**config.mk**
```make
export PLATFORM = sky130hd
export DESIGN_NAME = second_game_ctrl_flat
export DESIGN_NICKNAME = d
export VERILOG_FILES = /design/src/rtl/second_game_pkg.sv /design/src/rtl/second_game_ctrl_if.sv /design/src/rtl/second_game_collision.sv /design/src/rtl/second_game_ctrl.sv /design/src/flat_wrapper.sv
export SDC_FILE = /design/constraint.sdc
export NUM_CORES = 1
export LEC_CHECK = 0
export CAP_MARGIN = 5
export CORE_UTILIZATION = 30
export DETAILED_ROUTE_END_ITERATION = 8
export GPL_TIMING_DRIVEN = 0
export SLEW_MARGIN = 10
export SYNTH_ARGS = -nofsm -noshare
export SYNTH_HDL_FRONTEND = slang
export SYNTH_SLANG_ARGS = --single-unit
```
**constraint.sdc**
```tcl
create_clock -name i_clk -period 5.01 [get_ports i_clk]
set_input_delay 1.002 -clock i_clk [delete_from_list [all_inputs] [get_ports i_clk]]
set_output_delay 1.002 -clock i_clk [all_outputs]
set_load 0.02 [all_outputs]
```
**src/rtl/second_game_pkg.sv**
```systemverilog
// Shared types and widths for the second-game controller slice.
package second_game_pkg;

    typedef enum logic [1:0] {
        IDLE  = 2'd0,
        PLAY  = 2'd1,
        CRASH = 2'd2,
        OVER  = 2'd3
    } game_state_t;

    localparam int unsigned DEF_WIDTH  = 400;
    localparam int unsigned DEF_HEIGHT = 600;
    localparam int unsigned X_W        = $clog2(DEF_WIDTH);
    localparam int unsigned SCROLL_W   = $clog2(DEF_HEIGHT);
    localparam int unsigned SCORE_W    = 16;
    localparam int unsigned SPEED_W    = 4;
    localparam int unsigned H_W        = 11;
    localparam int unsigned V_W        = 10;
    localparam int unsigned CMP_W      = 12;

    function automatic logic [CMP_W-1:0] abs_cmp(input logic signed [CMP_W-1:0] v);
        return (v < 0) ? -v : v;
    endfunction

endpackage

```
**src/rtl/second_game_ctrl_if.sv**
```systemverilog
// Pixel-stream, frame-control and game-output bundle for second_game_ctrl.
interface second_game_ctrl_if
    import second_game_pkg::*;
#(
    parameter int unsigned SECOND_GAME_SCREEN_WIDTH  = DEF_WIDTH,
    parameter int unsigned SECOND_GAME_SCREEN_HEIGHT = DEF_HEIGHT
);
    localparam int unsigned XW = $clog2(SECOND_GAME_SCREEN_WIDTH);
    localparam int unsigned SW = $clog2(SECOND_GAME_SCREEN_HEIGHT);

    logic               i_frame_tick;
    logic               i_start;
    logic               i_btn_left;
    logic               i_btn_right;
    logic               i_disp_enbl;
    logic [H_W-1:0]     i_h_coord;
    logic [V_W-1:0]     i_v_coord;
    logic               i_is_obstacle;
    logic [XW-1:0]      o_screen_square_x;
    logic [SW-1:0]      o_scroll_y;
    logic [SPEED_W-1:0] o_speed;
    logic [SCORE_W-1:0] o_score;
    logic [1:0]         o_state;
    logic               o_crash;

    modport master (
        output i_frame_tick, i_start, i_btn_left, i_btn_right,
               i_disp_enbl, i_h_coord, i_v_coord, i_is_obstacle,
        input  o_screen_square_x, o_scroll_y, o_speed, o_score, o_state, o_crash
    );

    modport slave (
        input  i_frame_tick, i_start, i_btn_left, i_btn_right,
               i_disp_enbl, i_h_coord, i_v_coord, i_is_obstacle,
        output o_screen_square_x, o_scroll_y, o_speed, o_score, o_state, o_crash
    );
endinterface

```
**src/rtl/second_game_collision.sv**
```systemverilog
// Windowed player/obstacle overlap test on the pixel stream with a per-frame sticky flag.
module second_game_collision
    import second_game_pkg::*;
#(
    parameter int unsigned SECOND_GAME_PLAYER_SIZE = 20,
    parameter int unsigned SECOND_GAME_PLAYER_Y    = 10,
    parameter int unsigned PX_W                    = X_W
) (
    input  logic            i_clk,
    input  logic            i_rst,
    input  logic            i_frame_tick,
    input  logic            i_disp_enbl,
    input  logic            i_is_obstacle,
    input  logic [H_W-1:0]  i_h_coord,
    input  logic [V_W-1:0]  i_v_coord,
    input  logic [PX_W-1:0] i_player_x,
    output logic            o_hit
);
    localparam logic [CMP_W-1:0] SIZE = CMP_W'(SECOND_GAME_PLAYER_SIZE);

    logic signed [CMP_W-1:0] dh;
    logic signed [CMP_W-1:0] dv;
    logic                    hit;

    always_comb begin
        dh  = signed'({1'b0, i_h_coord}) - signed'(CMP_W'(i_player_x));
        dv  = signed'({2'b00, i_v_coord}) - signed'(CMP_W'(SECOND_GAME_PLAYER_Y));
        hit = i_disp_enbl && i_is_obstacle && (abs_cmp(dh) <= SIZE) && (abs_cmp(dv) <= SIZE);
    end

    // The tick cycle's own hit seeds the next frame's flag instead of being lost.
    always_ff @(posedge i_clk) begin
        if (i_rst)
            o_hit <= 1'b0;
        else if (i_frame_tick)
            o_hit <= hit;
        else
            o_hit <= o_hit | hit;
    end
endmodule

```
**src/rtl/second_game_ctrl.sv**
```systemverilog
// Frame-rate controller for the second game: FSM, player X, scroll, speed, score.
// Optional speed ramp is enabled by defining SECOND_GAME_SPEEDUP_EN.
module second_game_ctrl
    import second_game_pkg::*;
#(
    parameter int unsigned SECOND_GAME_SCREEN_WIDTH  = DEF_WIDTH,
    parameter int unsigned SECOND_GAME_SCREEN_HEIGHT = DEF_HEIGHT,
    parameter int unsigned SECOND_GAME_PLAYER_SIZE   = 20,
    parameter int unsigned SECOND_GAME_PLAYER_Y      = 10,
    parameter int unsigned PLAYER_STEP               = 4,
    parameter int unsigned INIT_SPEED                = 1,
    parameter int unsigned MAX_SPEED                 = 8,
    parameter int unsigned SPEEDUP_FRAMES            = 300,
    parameter int unsigned CRASH_FRAMES              = 60
) (
    input  logic              i_clk,
    input  logic              i_rst,
    second_game_ctrl_if.slave bus
);
    localparam int unsigned XW      = $clog2(SECOND_GAME_SCREEN_WIDTH);
    localparam int unsigned SW      = $clog2(SECOND_GAME_SCREEN_HEIGHT);
    localparam int unsigned CRASH_W = $clog2(CRASH_FRAMES + 1);

    localparam logic signed [CMP_W-1:0] X_MIN  = CMP_W'(SECOND_GAME_PLAYER_SIZE);
    localparam logic signed [CMP_W-1:0] X_MAX  =
        CMP_W'(SECOND_GAME_SCREEN_WIDTH - 1 - SECOND_GAME_PLAYER_SIZE);
    localparam logic signed [CMP_W-1:0] STEP_S = CMP_W'(PLAYER_STEP);
    localparam logic [XW-1:0]           X_INIT = XW'(SECOND_GAME_SCREEN_WIDTH / 2);
    localparam logic [SW:0]             HEIGHT = (SW + 1)'(SECOND_GAME_SCREEN_HEIGHT);

    game_state_t             state, state_next;
    logic [XW-1:0]           x, x_next;
    logic [SW-1:0]           scroll, scroll_next;
    logic [SCORE_W-1:0]      score, score_next;
    logic [CRASH_W-1:0]      crash_cnt, crash_cnt_next;
    logic [SPEED_W-1:0]      speed;
    logic                    crash;
    logic                    hit_flag;
    logic signed [CMP_W-1:0] x_move;
    logic [SW:0]             scroll_sum;

    second_game_collision #(
        .SECOND_GAME_PLAYER_SIZE (SECOND_GAME_PLAYER_SIZE),
        .SECOND_GAME_PLAYER_Y    (SECOND_GAME_PLAYER_Y),
        .PX_W                    (XW)
    ) u_collision (
        .i_clk         (i_clk),
        .i_rst         (i_rst),
        .i_frame_tick  (bus.i_frame_tick),
        .i_disp_enbl   (bus.i_disp_enbl),
        .i_is_obstacle (bus.i_is_obstacle),
        .i_h_coord     (bus.i_h_coord),
        .i_v_coord     (bus.i_v_coord),
        .i_player_x    (x),
        .o_hit         (hit_flag)
    );

    always_comb begin
        state_next     = state;
        x_next         = x;
        scroll_next    = scroll;
        score_next     = score;
        crash_cnt_next = crash_cnt;

        x_move = signed'(CMP_W'(x));
        if (bus.i_btn_left && !bus.i_btn_right)
            x_move = x_move - STEP_S;
        else if (bus.i_btn_right && !bus.i_btn_left)
            x_move = x_move + STEP_S;
        if (x_move < X_MIN)
            x_move = X_MIN;
        else if (x_move > X_MAX)
            x_move = X_MAX;

        // One extra bit keeps scroll+speed exact before the modulo subtract.
        scroll_sum = {1'b0, scroll} + (SW + 1)'(speed);
        if (scroll_sum >= HEIGHT)
            scroll_sum = scroll_sum - HEIGHT;

        if (bus.i_frame_tick) begin
            case (state)
                IDLE: begin
                    if (bus.i_start)
                        state_next = PLAY;
                end
                PLAY: begin
                    if (hit_flag) begin
                        state_next = CRASH;
                    end else begin
                        x_next      = x_move[XW-1:0];
                        scroll_next = scroll_sum[SW-1:0];
                        score_next  = (score == '1) ? score : score + SCORE_W'(1);
                    end
                end
                CRASH: begin
                    if (crash_cnt == CRASH_W'(CRASH_FRAMES - 1)) begin
                        state_next     = OVER;
                        crash_cnt_next = '0;
                    end else begin
                        crash_cnt_next = crash_cnt + CRASH_W'(1);
                    end
                end
                OVER: begin
                    if (bus.i_start) begin
                        state_next  = IDLE;
                        x_next      = X_INIT;
                        scroll_next = '0;
                        score_next  = '0;
                    end
                end
                default: state_next = IDLE;
            endcase
        end
    end

    always_ff @(posedge i_clk) begin
        if (i_rst) begin
            state     <= IDLE;
            x         <= X_INIT;
            scroll    <= '0;
            score     <= '0;
            crash_cnt <= '0;
            crash     <= 1'b0;
        end else begin
            state     <= state_next;
            x         <= x_next;
            scroll    <= scroll_next;
            score     <= score_next;
            crash_cnt <= crash_cnt_next;
            crash     <= (state_next == CRASH);
        end
    end

`ifdef SECOND_GAME_SPEEDUP_EN
    localparam int unsigned RAMP_W = $clog2(SPEEDUP_FRAMES);

    logic [RAMP_W-1:0]  ramp, ramp_next;
    logic [SPEED_W-1:0] speed_next;

    always_comb begin
        ramp_next  = ramp;
        speed_next = speed;
        if (bus.i_frame_tick && (state == PLAY) && !hit_flag) begin
            if (ramp == RAMP_W'(SPEEDUP_FRAMES - 1)) begin
                ramp_next = '0;
                if (speed < SPEED_W'(MAX_SPEED))
                    speed_next = speed + SPEED_W'(1);
            end else begin
                ramp_next = ramp + RAMP_W'(1);
            end
        end else if (bus.i_frame_tick && (state == OVER) && bus.i_start) begin
            ramp_next  = '0;
            speed_next = SPEED_W'(INIT_SPEED);
        end
    end

    always_ff @(posedge i_clk) begin
        if (i_rst) begin
            ramp  <= '0;
            speed <= SPEED_W'(INIT_SPEED);
        end else begin
            ramp  <= ramp_next;
            speed <= speed_next;
        end
    end
`else
    assign speed = SPEED_W'(INIT_SPEED);
`endif

    assign bus.o_screen_square_x = x;
    assign bus.o_scroll_y        = scroll;
    assign bus.o_speed           = speed;
    assign bus.o_score           = score;
    assign bus.o_state           = state;
    assign bus.o_crash           = crash;
endmodule
```
**src/flat_wrapper.sv**
```systemverilog
// flat-port wrapper written by rule: the top's interface ports become plain ports
module second_game_ctrl_flat import second_game_pkg::*;
#(
    parameter int unsigned SECOND_GAME_SCREEN_WIDTH  = DEF_WIDTH,
    parameter int unsigned SECOND_GAME_SCREEN_HEIGHT = DEF_HEIGHT,
    parameter int unsigned SECOND_GAME_PLAYER_SIZE   = 20,
    parameter int unsigned SECOND_GAME_PLAYER_Y      = 10,
    parameter int unsigned PLAYER_STEP               = 4,
    parameter int unsigned INIT_SPEED                = 1,
    parameter int unsigned MAX_SPEED                 = 8,
    parameter int unsigned SPEEDUP_FRAMES            = 300,
    parameter int unsigned CRASH_FRAMES              = 60
)
  (i_clk, i_rst, bus_i_frame_tick, bus_i_start, bus_i_btn_left, bus_i_btn_right, bus_i_disp_enbl, bus_i_h_coord, bus_i_v_coord, bus_i_is_obstacle, bus_o_screen_square_x, bus_o_scroll_y, bus_o_speed, bus_o_score, bus_o_state, bus_o_crash);
  second_game_ctrl_if #(.SECOND_GAME_SCREEN_WIDTH(SECOND_GAME_SCREEN_WIDTH), .SECOND_GAME_SCREEN_HEIGHT(SECOND_GAME_SCREEN_HEIGHT)) bus_i ();
  input  logic i_clk;
  input  logic i_rst;
  input wire logic [$bits(bus_i.i_frame_tick)-1:0] bus_i_frame_tick;
  input wire logic [$bits(bus_i.i_start)-1:0] bus_i_start;
  input wire logic [$bits(bus_i.i_btn_left)-1:0] bus_i_btn_left;
  input wire logic [$bits(bus_i.i_btn_right)-1:0] bus_i_btn_right;
  input wire logic [$bits(bus_i.i_disp_enbl)-1:0] bus_i_disp_enbl;
  input wire logic [$bits(bus_i.i_h_coord)-1:0] bus_i_h_coord;
  input wire logic [$bits(bus_i.i_v_coord)-1:0] bus_i_v_coord;
  input wire logic [$bits(bus_i.i_is_obstacle)-1:0] bus_i_is_obstacle;
  output wire logic [$bits(bus_i.o_screen_square_x)-1:0] bus_o_screen_square_x;
  output wire logic [$bits(bus_i.o_scroll_y)-1:0] bus_o_scroll_y;
  output wire logic [$bits(bus_i.o_speed)-1:0] bus_o_speed;
  output wire logic [$bits(bus_i.o_score)-1:0] bus_o_score;
  output wire logic [$bits(bus_i.o_state)-1:0] bus_o_state;
  output wire logic [$bits(bus_i.o_crash)-1:0] bus_o_crash;
  assign bus_i.i_frame_tick = bus_i_frame_tick;
  assign bus_i.i_start = bus_i_start;
  assign bus_i.i_btn_left = bus_i_btn_left;
  assign bus_i.i_btn_right = bus_i_btn_right;
  assign bus_i.i_disp_enbl = bus_i_disp_enbl;
  assign bus_i.i_h_coord = bus_i_h_coord;
  assign bus_i.i_v_coord = bus_i_v_coord;
  assign bus_i.i_is_obstacle = bus_i_is_obstacle;
  assign bus_o_screen_square_x = bus_i.o_screen_square_x;
  assign bus_o_scroll_y = bus_i.o_scroll_y;
  assign bus_o_speed = bus_i.o_speed;
  assign bus_o_score = bus_i.o_score;
  assign bus_o_state = bus_i.o_state;
  assign bus_o_crash = bus_i.o_crash;
  second_game_ctrl #(.SECOND_GAME_SCREEN_WIDTH(SECOND_GAME_SCREEN_WIDTH), .SECOND_GAME_SCREEN_HEIGHT(SECOND_GAME_SCREEN_HEIGHT), .SECOND_GAME_PLAYER_SIZE(SECOND_GAME_PLAYER_SIZE), .SECOND_GAME_PLAYER_Y(SECOND_GAME_PLAYER_Y), .PLAYER_STEP(PLAYER_STEP), .INIT_SPEED(INIT_SPEED), .MAX_SPEED(MAX_SPEED), .SPEEDUP_FRAMES(SPEEDUP_FRAMES), .CRASH_FRAMES(CRASH_FRAMES)) u_core (.i_clk(i_clk), .i_rst(i_rst), .bus(bus_i));
endmodule
```
Word-level counts from Yosys, hierarchy flattened. Cells that the tools add are included.

Register bits: 45. Input port bits: 29. Output and inout bits: 42. Word-level logic and storage cells: 71.

Add/sub/neg operators: 10. $lt $le $gt $ge: 7. Eq/ne operators: 9. Multiplexer cells: 25. Bitwise operators: 1. Reduce and logical (&&, ||, !) cells: 12.

Operator list (number): $mux 12 (4); $mux 16 (3); $mux 9 (4); $pmux 16 s2 (1); $mux 10 (3); $le 12x5->1 const B (2); $pmux 10 s2 (1); $pmux 9 s2 (1); $add 16x1->16 const B (1); $eq 16x16->1 const B (1); $gt 12x10->1 const B (1); $lt 12x1->1 const B (1); $lt 12x6->1 const B (1); $neg 11->12 (1); $neg 12->12 (1); $sub 11x9->12 (1); $add 10x1->11 const B (1); $ge 11x10->1 const B (1); $lt 11x1->1 const B (1); $sub 10x4->11 const B (1); $add 9x3->10 const B (1); $mux 2 (5); $sub 10x10->10 const B (1); $sub 9x3->10 const B (1); other kinds (16) (25).

Depth between registers and ports, before layout.
Depth in word-level cells: 9. Gate-level depth with buffers: 12. Mapped depth without buffers: 12.

Modules after synthesis. A second synthesis with hierarchy kept.

Cell total of the unflattened synthesis: 506. Area total of the unflattened synthesis: 3748.6 um^2.

Modules (own cells, without submodules): second_game_ctrl (instances 1, cells each 368, area an instance 2824.0 um^2, seq. area each 860.8 um^2); second_game_collision (instances 1, cells each 138, area an instance 924.6 um^2, seq. area each 20.0 um^2).

Worst setup path before layout. OpenSTA, ideal clock, no wires.

Kind: in2reg. From: input port bus_i_h_coord[0]. To: register u_core.u_collision.o_hit. Arrival time: 3.468 ns. Slack: 1.457 ns. Stages: 12. Path through: inv_1 ha_1 inv_1 fa_1 a21o_1 a21o_1 xnor2_4 or4b_1 nor4_2 a21oi_1 a21bo_1 o31ai_2.

Cells in the longest elaborated chain, start to end: 8. Elaborated cells on any way between the ends: 9. Those cells by class: add/sub (2); order compare (2); mux (2); bitwise (1); reduce/logical (2).

Ends and longest elaborated chain: start: declaration (line flat_wrapper.sv:23) `input wire logic [$bits(bus_i.i_h_coord)-1:0] bus_i_h_coord;`; $sub 11x9->12 (*) (line second_game_collision.sv:26) `dh = signed'({1'b0, i_h_coord}) - signed'(CMP_W'(i_player_x));`; $neg 12->12 / $lt 12x1->1 (equally long branches) (line second_game_pkg.sv:22) `return (v < 0) ? -v : v;`; $mux 12 (*) (line second_game_pkg.sv:22); $le 12x5->1 (*) (line second_game_collision.sv:28) `hit = i_disp_enbl && i_is_obstacle && (abs_cmp(dh) <= SIZE) && (abs_cmp(dv) <= SIZE);`; $logic_and 1x1->1 (*) (2 in a row) (line second_game_collision.sv:28); $or 1x1->1 (line second_game_collision.sv:38) `o_hit <= o_hit | hit;`; $mux 1 (*) (line second_game_collision.sv:35) `else if (i_frame_tick)`; end signal: assignment (line second_game_collision.sv:36) `o_hit <= hit;`; end signal: assignment (line second_game_collision.sv:38); end: declaration (line second_game_collision.sv:17) `output logic o_hit`.

Every way passes the cells marked *; elsewhere a longest branch is shown, timed or not. A chain may end at the register's enable or synchronous reset.

Final worst setup path. Ends and elaborated chain as after synthesis.

==> results.py <==
metrics = {
    "sta": {
        "slew_headroom": 0.531,
        "rsz0062_at_grt": "no",
        "worstMarginPinSlew_ps": 694,
        "fmax_mhz": 256,
        "fin_crit_sh": 0.780,
        "finalSetupTns_ps": 0,
        "finalHoldViolations": 0,
        "fin_skew_ps": 6.11,
        "hold_ws_ps": 479,
        "slew_viol_final": 0,
        "setup_violations": 0,
        "min_period_ps": 3910,
    },
    "logic_synthesis": {
        "syn_inst": 482,
        "avgSynthCellArea_um2": 7.67,
        "synth_xor_area_frac": 0.0856,
        "yosys.area_share.adder": 0.0663,
        "synth_edf_count": 0,
        "synthArstFlopShare": 0,
        "synth_compound_area_frac": 0.243,
        "synthMuxAreaShare": 0.0139,
        "ys_seq_area_frac": 0.238,
        "synth_seq_cells": 44,
        "synth_area_um2": 3700,
        "synth_top_family_by_area": "simple AND/OR/NAND/NOR gates",
        "yosys_warnings": 0,
        "synth-simple-area-share": 0.293,
        "synthFlopType": "dfxtp_1",
        "synth_cell_type_count": 79,
    },
    "setup_path": {
        "cp_max_fo": 6,
        "cp_num_buf_inv": 3,
        "crit_path_end_kind": "flip-flop",
        "worstPathCellList": "clkdlybuf4s50_1 -> inv_1 -> ha_1 -> inv_1 -> fa_1 -> a21o_1 -> a21o_1 -> xnor2_4 -> or4b_1 -> nor4_2 -> a21oi_1 -> a21bo_1 -> o31ai_2",
        "critical_path_class": "in2reg",
        "arrival_ps": 4110,
        "critPathSlowestCell": "or4b_1",
        "crit_required_ps": 5220,
        "critical-path-max-stage-delay_ps": 500,
        "cp_top_family": "compound AO/OA/AOI/OAI gates",
        "startpoint_type": "input pin",
    },
    "layout": {
        "layout-drive-gt1-share": 0.0610,
        "final_cells": 704,
        "num-nets-final": 605,
        "diodes": 0,
        "fin_area_um2": 4690,
        "syn2layout_area_growth_pct": 26.8,
    },
    "routing": {
        "ant_nets": 0,
        "routedWlPerCell_um": 13.6,
        "via_count": 3731,
        "via_per_inst": 5.30,
        "drc_errors": 0,
        "drtIter0Drc": 178,
        "wl_um": 9560,
        "first_pass_iters": 4,
    },
    "floorplan": {
        "rows": 40,
        "initial_utilization": 0.308,
        "ios": 71,
        "die_w_um": 113,
        "core-area_um2": 12000,
        "die_h_um": 113,
        "dieArea_um2": 12800,
    },
    "clock_tree": {
        "cts_tree": "done",
        "cts.reportedPaths.clkPinSlew_ps": 60,
        "h-tree-depth": 2,
        "clk_latency_ps": 280,
        "cts_resized": 0,
        "clk_path_buf_depth": 2,
        "clock_sinks": 44,
        "ctsHoldBuffers": 0,
        "cts_root_buf": "clkbuf_16",
        "post-cts-setup-buffer-count": 0,
        "cts_made_buffers": 5,
    },
    "power": {
        "pwr-share-seq": 0.399,
        "pwr-share-clk": 0.350,
        "finalPower_uw": 912,
        "p_int_uw": 640,
        "combPwrFrac": 0.251,
        "sw_frac_of_total": 0.299,
        "p_leak_nw": 1.73,
        "power_density_nw_per_um2": 195,
        "switching_power_uw": 273,
        "ir_drop_uv": 119,
    },
    "global_route": {
        "grt_use_total": 0.150,
        "grt_pass1_wl_um": 15800,
        "grt_overflow": 0,
        "antenna_found_initial": 0,
        "grt_pass1_vias": 3392,
        "grt_max_degree": 14,
    },
    "flow_run": {
        "maxCapViolCount": 0,
    },
    "placement": {
        "io_buffers": 66,
        "place_inst": 697,
        "place.gp.congestion": 0.860,
        "place_area_um2": 4550,
        "dpl.hpwl_um": 7490,
    },
    "worst_hold_path": {
        "hold_path_class": "reg2reg",
    },
    "run_status": {
        "status": "completed",
    },
}
[registers in the layout, summed over array words and instances (netlist names)]
| signal | flops |
|---|---|
| u_core.bus.o_crash | 1 |
| u_core.bus.o_state | 2 |
| u_core.bus.o_score | 16 |
| u_core.u_collision.o_hit | 1 |
| u_core.bus.o_screen_square_x | 8 |
| u_core.bus.o_scroll_y | 10 |
| u_core.crash_cnt | 6 |
[power groups by stage]
stage | combinational [mW] | clock [mW] | sequential, mW
after floorplan | 0.145 | 0 | 0.379
after detailed placement | 0.228 | 0 | 0.372
after global routing | 0.253 | 0.345 | 0.366
after global placement | 0.225 | 0 | 0.372
final | 0.229 | 0.319 | 0.364
after CTS | 0.229 | 0.333 | 0.364
[cell usage after synthesis, types with 3 or more instances]
master,instances,share of area
nor3b_1,3,0.0061
and4_1,4,0.0095
a41oi_1,5,0.012
ha_1,18,0.061
nand4_1,10,0.017
or2_1,3,0.0051
o21bai_1,3,0.0061
o22ai_1,4,0.0068
inv_1,25,0.025
and3_1,4,0.0068
nand2_1,44,0.045
nor2b_1,12,0.020
a22o_1,4,0.0095
nand2b_1,5,0.0085
clkbuf_1,10,0.010
o221ai_1,3,0.0071
nor4_1,6,0.010
a22oi_1,3,0.0061
o21ai_1,8,0.011
nor2_1,49,0.050
dfxtp_1,44,0.24
a211oi_1,5,0.010
mux2i_1,4,0.011
a31oi_1,5,0.0085
xor2_1,16,0.038
or3_1,6,0.010
a21o_1,6,0.012
nand3b_1,3,0.0061
nand3_1,19,0.026
and2_1,3,0.0051
xnor2_1,17,0.040
buf_2,5,0.0068
nor3_1,17,0.023
o21a_1,6,0.012
a211o_1,3,0.0071
o31ai_1,4,0.0081
buf_4,6,0.012
o21ai_0,16,0.022
a21oi_1,23,0.031
[area by class of cell]
| class | count | area [µm²] |
|---|---|---|
| Buffer | 23 | 120 |
| Clock buffer | 5 | 125 |
| Clock inverter | 2 | 12.5 |
| Fill cell | 1247 | 7320 |
| Inverter | 25 | 93.8 |
| Multi-Input combinational cell | 392 | 2610 |
| Sequential cell | 44 | 881 |
| Tap cell | 147 | 184 |
| Timing Repair Buffer | 66 | 661 |
[path summary, 6_finish.rpt]
kind | startpoint | endpoint | slack, ps | depth (start not counted)
setup / recovery | bus_i_h_coord[0] | u_core.u_collision.o_hit | 1100 | 13
hold / removal | u_core.crash_cnt[1] | u_core.crash_cnt[1] | 480 | 2
setup reg to reg | u_core.bus.o_screen_square_x[0] | u_core.u_collision.o_hit | 1810 | 11
hold reg to reg | u_core.crash_cnt[1] | u_core.crash_cnt[1] | 480 | 2
[layout by cell type, fill, tap and decap left out, drive strengths merged, types with 5 or more instances in the layout]
master	instances
nand2	44
a31oi	5
a41oi	5
a21oi	24
a21o	6
nor2	49
dfxtp	44
nor2b	12
nand2b	5
xnor2	18
inv	25
o22ai	5
nor4	8
or3	6
o31ai	5
nand4	10
o21a	6
nor3	18
o21ai	24
nand3	19
clkbuf	15
xor2	16
buf	12
clkdlybuf4s50	66
ha	18
a211oi	6
[kinds of logic (layout without fill, tap and decap cells)]
family | Yosys count | in the layout
AOI/OAI and AO/OA | 125 | 125
xor gates and xnor gates | 34 | 34
adders and majority gates | 19 | 19
buffers and inverters | 48 | 121
DFF | 44 | 44
muxes | 5 | 5
other | 2 | 4
and+or+nand+nor | 205 | 205
[per-stage QoR]
step                utilization  setup WS, ps
finish                    0.390          1100
global route              0.390           917
CTS                       0.390          1110
detailed placement        0.379           827
global placement          0.379           849
floorplan                     -          1460
[worst reg2reg max path: cells and delay by family (launching register included)]
| kind | cells | cell delay [ps] |
|---|---|---|
| AO/OA/AOI/OAI | 5 | 1010 |
| XOR/XNOR | 1 | 210 |
| adder cells (fa/ha/maj) | 2 | 590 |
| buffers and inverters | 1 | 50 |
| flip-flops | 1 | 430 |
| AND/OR/NAND/NOR | 2 | 830 |
[routing by layer]
metal	GRT usage	vias to the layer above	part of all wire
li1	-	1922	-
met1	0.194	1725	0.48
met4	0.0482	0	0.016
met2	0.259	71	0.47
met5	0	-	0
met3	0.0193	13	0.033
(Power assumes the default switching activity.)
